`src/rtl/uart_rx_ctrl.sv`:
```
// uart_rx_ctrl -- oversampling UART receiver with optional parity.
//
// Frames are a start bit (low), DWIDTH data bits LSB-first, an optional
// parity bit, and one stop bit (high). rx_in is synchronized before use.
// Each bit period is OVERSAMPLE clocks. The bit value is decided at
// edge_cnt == OVERSAMPLE/2+1.
//
// Optional feature macro: UART_RX_MAJORITY_EN
//   defined   -> the decision bit is the majority of rxs at
//                edge_cnt OVERSAMPLE/2-1, OVERSAMPLE/2 and OVERSAMPLE/2+1
//   undefined -> the decision bit is rxs sampled at edge_cnt OVERSAMPLE/2
//
// Ports:
//   clk          clock, rising edge
//   rst          asynchronous reset, active low
//   rx_in        serial line, idle high, asynchronous to clk
//   par_en       frame carries a parity bit (latched at frame start)
//   par_typ      0 = even parity, 1 = odd parity (latched at frame start)
//   p_data       last good received word
//   data_valid   one-cycle pulse on a good frame
//   parity_error parity mismatch on current/last frame
//   stop_error   stop bit sampled low
//   busy         receiver is not idle
module uart_rx_ctrl #(
  parameter int unsigned DWIDTH     = 8,
  parameter int unsigned OVERSAMPLE = 16
) (
  input  logic              clk,
  input  logic              rst,
  input  logic              rx_in,
  input  logic              par_en,
  input  logic              par_typ,
  output logic [DWIDTH-1:0] p_data,
  output logic              data_valid,
  output logic              parity_error,
  output logic              stop_error,
  output logic              busy
);

  localparam int unsigned EW = $clog2(OVERSAMPLE);
  localparam int unsigned BW = $clog2(DWIDTH);

  localparam logic [EW-1:0] EDGE_LAST = EW'(OVERSAMPLE - 1);
  localparam logic [EW-1:0] EDGE_MID  = EW'(OVERSAMPLE / 2);
  localparam logic [EW-1:0] EDGE_DEC  = EW'(OVERSAMPLE / 2 + 1);
  localparam logic [BW-1:0] BIT_LAST  = BW'(DWIDTH - 1);

  typedef enum logic [2:0] {
    IDLE,
    START,
    DATA,
    PARITY,
    STOP
  } state_t;

  state_t            state_q, state_d;
  logic              sync1_q, sync1_d;
  logic              rxs_q, rxs_d;
  logic [EW-1:0]     edge_cnt_q, edge_cnt_d;
  logic [BW-1:0]     bit_cnt_q, bit_cnt_d;
  logic [DWIDTH-1:0] shift_q, shift_d;
  logic [DWIDTH-1:0] p_data_q, p_data_d;
  logic              data_valid_q, data_valid_d;
  logic              parity_error_q, parity_error_d;
  logic              stop_error_q, stop_error_d;
  logic              par_en_q, par_en_d;
  logic              par_typ_q, par_typ_d;
  logic              samp_mid_q, samp_mid_d;
`ifdef UART_RX_MAJORITY_EN
  localparam logic [EW-1:0] EDGE_PRE = EW'(OVERSAMPLE / 2 - 1);
  logic              samp_pre_q, samp_pre_d;
`endif

  logic is_dec;
  logic is_wrap;
  logic dec_bit;
  logic exp_par;

  always_ff @(posedge clk or negedge rst) begin
    if (!rst) begin
      state_q        <= IDLE;
      sync1_q        <= 1'b1;
      rxs_q          <= 1'b1;
      edge_cnt_q     <= '0;
      bit_cnt_q      <= '0;
      shift_q        <= '0;
      p_data_q       <= '0;
      data_valid_q   <= 1'b0;
      parity_error_q <= 1'b0;
      stop_error_q   <= 1'b0;
      par_en_q       <= 1'b0;
      par_typ_q      <= 1'b0;
      samp_mid_q     <= 1'b1;
`ifdef UART_RX_MAJORITY_EN
      samp_pre_q     <= 1'b1;
`endif
    end else begin
      state_q        <= state_d;
      sync1_q        <= sync1_d;
      rxs_q          <= rxs_d;
      edge_cnt_q     <= edge_cnt_d;
      bit_cnt_q      <= bit_cnt_d;
      shift_q        <= shift_d;
      p_data_q       <= p_data_d;
      data_valid_q   <= data_valid_d;
      parity_error_q <= parity_error_d;
      stop_error_q   <= stop_error_d;
      par_en_q       <= par_en_d;
      par_typ_q      <= par_typ_d;
      samp_mid_q     <= samp_mid_d;
`ifdef UART_RX_MAJORITY_EN
      samp_pre_q     <= samp_pre_d;
`endif
    end
  end

  always_comb begin
    sync1_d        = rx_in;
    rxs_d          = sync1_q;
    state_d        = state_q;
    bit_cnt_d      = bit_cnt_q;
    shift_d        = shift_q;
    p_data_d       = p_data_q;
    data_valid_d   = 1'b0;
    parity_error_d = parity_error_q;
    stop_error_d   = stop_error_q;
    par_en_d       = par_en_q;
    par_typ_d      = par_typ_q;

    is_dec  = (edge_cnt_q == EDGE_DEC);
    is_wrap = (edge_cnt_q == EDGE_LAST);
    edge_cnt_d = is_wrap ? '0 : edge_cnt_q + EW'(1);

    // Earlier samples are held in flops so both decision modes resolve in
    // the same cycle (edge_cnt == OVERSAMPLE/2+1) with identical latency.
    samp_mid_d = (edge_cnt_q == EDGE_MID) ? rxs_q : samp_mid_q;
`ifdef UART_RX_MAJORITY_EN
    samp_pre_d = (edge_cnt_q == EDGE_PRE) ? rxs_q : samp_pre_q;
    dec_bit    = (samp_pre_q & samp_mid_q) | (samp_pre_q & rxs_q) |
                 (samp_mid_q & rxs_q);
`else
    dec_bit    = samp_mid_q;
`endif

    exp_par = par_typ_q ? ~^shift_q : ^shift_q;

    case (state_q)
      IDLE: begin
        edge_cnt_d = '0;
        bit_cnt_d  = '0;
        if (!rxs_q) begin
          state_d        = START;
          par_en_d       = par_en;
          par_typ_d      = par_typ;
          parity_error_d = 1'b0;
          stop_error_d   = 1'b0;
        end
      end
      START: begin
        if (is_dec && dec_bit) begin
          state_d    = IDLE;
          edge_cnt_d = '0;
        end else if (is_wrap) begin
          state_d = DATA;
        end
      end
      DATA: begin
        if (is_dec) begin
          shift_d = {dec_bit, shift_q[DWIDTH-1:1]};
        end
        if (is_wrap) begin
          if (bit_cnt_q == BIT_LAST) begin
            bit_cnt_d = '0;
            state_d   = par_en_q ? PARITY : STOP;
          end else begin
            bit_cnt_d = bit_cnt_q + BW'(1);
          end
        end
      end
      PARITY: begin
        if (is_dec) begin
          parity_error_d = (dec_bit != exp_par);
        end
        if (is_wrap) begin
          state_d = STOP;
        end
      end
      STOP: begin
        // Leave half a bit early so the next start edge is never missed.
        if (is_dec) begin
          stop_error_d = ~dec_bit;
          state_d      = IDLE;
          edge_cnt_d   = '0;
          if (!parity_error_q && dec_bit) begin
            data_valid_d = 1'b1;
            p_data_d     = shift_q;
          end
        end
      end
      default: begin
        state_d    = IDLE;
        edge_cnt_d = '0;
      end
    endcase
  end

  assign p_data       = p_data_q;
  assign data_valid   = data_valid_q;
  assign parity_error = parity_error_q;
  assign stop_error   = stop_error_q;
  assign busy         = (state_q != IDLE);

endmodule

```
`config.mk`:
```
export PLATFORM = sky130hd
export DESIGN_NAME = uart_rx_ctrl
export DESIGN_NICKNAME = d
export VERILOG_FILES = /design/src/rtl/uart_rx_ctrl.sv
export SDC_FILE = /design/constraint.sdc
export NUM_CORES = 1
export LEC_CHECK = 0
export ABC_AREA = 1
export CORE_MARGIN = 5
export CORE_UTILIZATION = 56
export CTS_CLUSTER_SIZE = 28
export DETAILED_ROUTE_END_ITERATION = 8
export PLACE_DENSITY = 0.81
export SYNTH_ARGS = -nofsm -noshare
export SYNTH_HDL_FRONTEND = slang
export SYNTH_SLANG_ARGS = --single-unit
```
`constraint.sdc`:
```
create_clock -name clk -period 1.8 [get_ports clk]
set_clock_uncertainty 0.2 [all_clocks]
set_input_delay 0.27 -clock clk [delete_from_list [all_inputs] [get_ports clk]]
set_output_delay 0.27 -clock clk [all_outputs]
set_load 0.01 [all_outputs]
```
==> impl_results.md <==
* CTS root buffer: clkbuf_4
* Top Ports at 17
* Combinational Power Share at 0.391
* H-tree levels at 2
* Worst reg2reg setup slack at 0.13 ns
* CP Launch Type: register
* Initial antenna violation count at 0
* Crit path from: parity_error
* CP cell instances: clkdlybuf4s50_1
* Worst EP required at 1.33 ns
* Final WS setup at 0.0553 ns
* FF-to-FF path depth at 10
* Vias in the first global route at 1390
* Mapped Cells at 204
* Switching power at 0.000995 W
* CP Capture Point: parity_error
* Syn Area/Cell at 8.84 um^2
* Placement-stage worst setup slack at 0.0933 ns
* Clock Power Share at 0.261
* DRC viols at 0
* Status: completed
* Total gr overflow at 0
* CTS tree: done
* Row cnt at 20
* CP Depth at 1
* Fin crit period at 1.74 ns
* Worst R2R End: state_q[2]
* Via count at 1368
* Height of the die at 66.7 um
* Most frequent cells in the layout: nand2_1, dfrtp_1, inv_1
* Crit path kind: register to output port
* Seq/Total Area, Yosys at 0.474
* Later-pin clock latency in the skew report at 0.35 ns
* Post-Syn Nets at 214
* Worst VDD drop at 1190 uV
* Fmax at 573 MHz
* Cell Pwr Density at 1260 nW/um^2
* Worst R2R Start: edge_cnt_q[1]
* Seq pwr share at 0.349
* Data arrival, critical path at 1.27 ns
* Worst-path clk slew at 0.10 ns
* Global-route wire length before repair at 6070 um
* Cell variety after synth at 30
* Slew Limit Headroom at 0.792
* GP Congestion at 0.799
* Antenna viol nets, final at 0
* DR pass1 iterations at 4
* # port buffers at 16
* Post-synthesis register bit count at 34
* Max stage delay cell, worst path: clkdlybuf4s50_1
* Ant diodes at 0
* Max-slew violations at 0
* Sw Ratio at 0.355
* Buf+Inv Stages, Crit Path at 1
* Worst-Margin Slew at 0.311 ns
* Pleak at 1.10 nW
* 1st-iter DRT viols at 86
* CP top delay family: buffers and inverters
* Layout cells sized above 1 at 0.226
* Fin. Hold Viols at 0
* Die X at 66.7 um
* CP max stage delay at 0.55 ns
* Worst setup EP type: output port
* Worst Hold Class: input pin to asynchronous set/reset pin
* All-Layer GR Usage at 0.185
* TritonCTS buffer count at 5
* Area growth syn-to-layout at 22.9%
* Final Util at 0.720
* Yosys warning count at 0
* Commonest non-fill, non-tap cell in the layout: nand2_1
* Maxcap violations at 0
* CTS sink count at 34
* CP Max Fanout at 3
* CTS Hold Buffers Added at 0
* Avg Vias per Cell at 4.90
* Final-report setup violation count at 0
* Nets at 244
* CTS max path bufs at 2
* Synthesized area at 1800 um^2
* Drt wl/cell at 11.8 um
* Initial core utilization at 0.586
* Routed WL at 3300 um
* Largest net degree at the start of global routing at 35
* DP Wirelength at 2320 um
* Die area at 4450 um^2
* Cell-internal power at 0.00181 W
* Final worst path period share at 0.969
* Total core area at 3080 um^2
-- flip-flops by register name (all words and copies together), names as in the netlist --
name          flops
rxs_q             1
stop_error        1
bit_cnt_q         3
parity_error      1
p_data            8
edge_cnt_q        4
par_typ_q         1
shift_q           8
dec_bit           1
data_valid        1
par_en_q          1
rxs_d             1
state_q           3
-- cell usage after synthesis (all sizes together) --
cell type	count	share of area
nand2	56	0.12
inv	34	0.074
dfrtp	31	0.43
o21ai	26	0.093
nand3	17	0.068
nor2	14	0.058
ha	5	0.035
a21oi	3	0.0083
dfstp	3	0.044
nor3	3	0.011
buf	2	0.0090
o21a	2	0.0083
xnor2	2	0.0097
mux2	1	0.0062
nand4	1	0.0035
o211ai	1	0.0042
o22ai	1	0.0069
o31ai	1	0.0042
xor2	1	0.0049
-- cell type report --
cell class	instances	area (um^2)
inverters	34	138
well taps	44	55.1
multi-input cells	134	815
clock inverters	2	60.1
clock buffers	6	51.3
flip-flops and latches	34	855
fillers	241	862
repair buffers	25	243
-- cells by family after synthesis --
family          share of synthesized area
buf+inv                            0.0826
compound gates                      0.125
flops                               0.474
simple gates                        0.263
mux                               0.00625
fa+ha+maj                          0.0347
xor+xnor                           0.0146
-- layer usage --
metal	wire, um	GRT usage	share of wire	vias to the layer above
li1	-	-	-	708
met1	1550	0.224	0.47	639
met2	1580	0.304	0.48	14
met3	110	0.0556	0.033	7
met4	60	0.0761	0.018	0
met5	0	0	0	-
-- power by group through the flow --
stage,clock (W),sequential [W],combinational [W]
after global placement,0,0.000983,0.000971
after CTS,0.000752,0.000977,0.00104
after global routing,0.000794,0.000997,0.00124
after floorplan,0,0.000988,0.000729
after detailed placement,0,0.000992,0.000997
final,0.000730,0.000977,0.00109
-- stage by stage --
step	instances	setup TNS (ns)	hold slack (ns)	instance area (um^2)	power [W]
final	279	0	0.107	2220	0.00280
after global routing	279	-0.0733	0.0974	2220	0.00303
after CTS	275	0	0.0971	2160	0.00276
after detailed placement	265	0	0.150	2040	0.00199
after global placement	265	0	0.146	2040	0.00195
after floorplan	204	0	-0.226	1800	0.00172
-- timing repair --
item,in CTS,in global routing
endpoints found under the hold margin,0,0
cloned,0,0
resized for setup,2,7
endpoints found under the setup margin,1,19
setup buffers,2,4
pin swaps,1,1
-- how the worst min path moves through the flow --
stage | end | startpoint | depth (start not counted) | slack (ns)
after global placement | rxs_q | rxs_d | 0 | 0.15
after detailed placement | rxs_q | rxs_d | 0 | 0.15
after global routing | p_data[7] | rst | 2 | 0.1
final | p_data[7] | rst | 2 | 0.11
after CTS | bit_cnt_q[2] | rst | 2 | 0.1
after floorplan | bit_cnt_q[0] | rst | 0 | -0.23
Power figures use the tool's default switching activity.
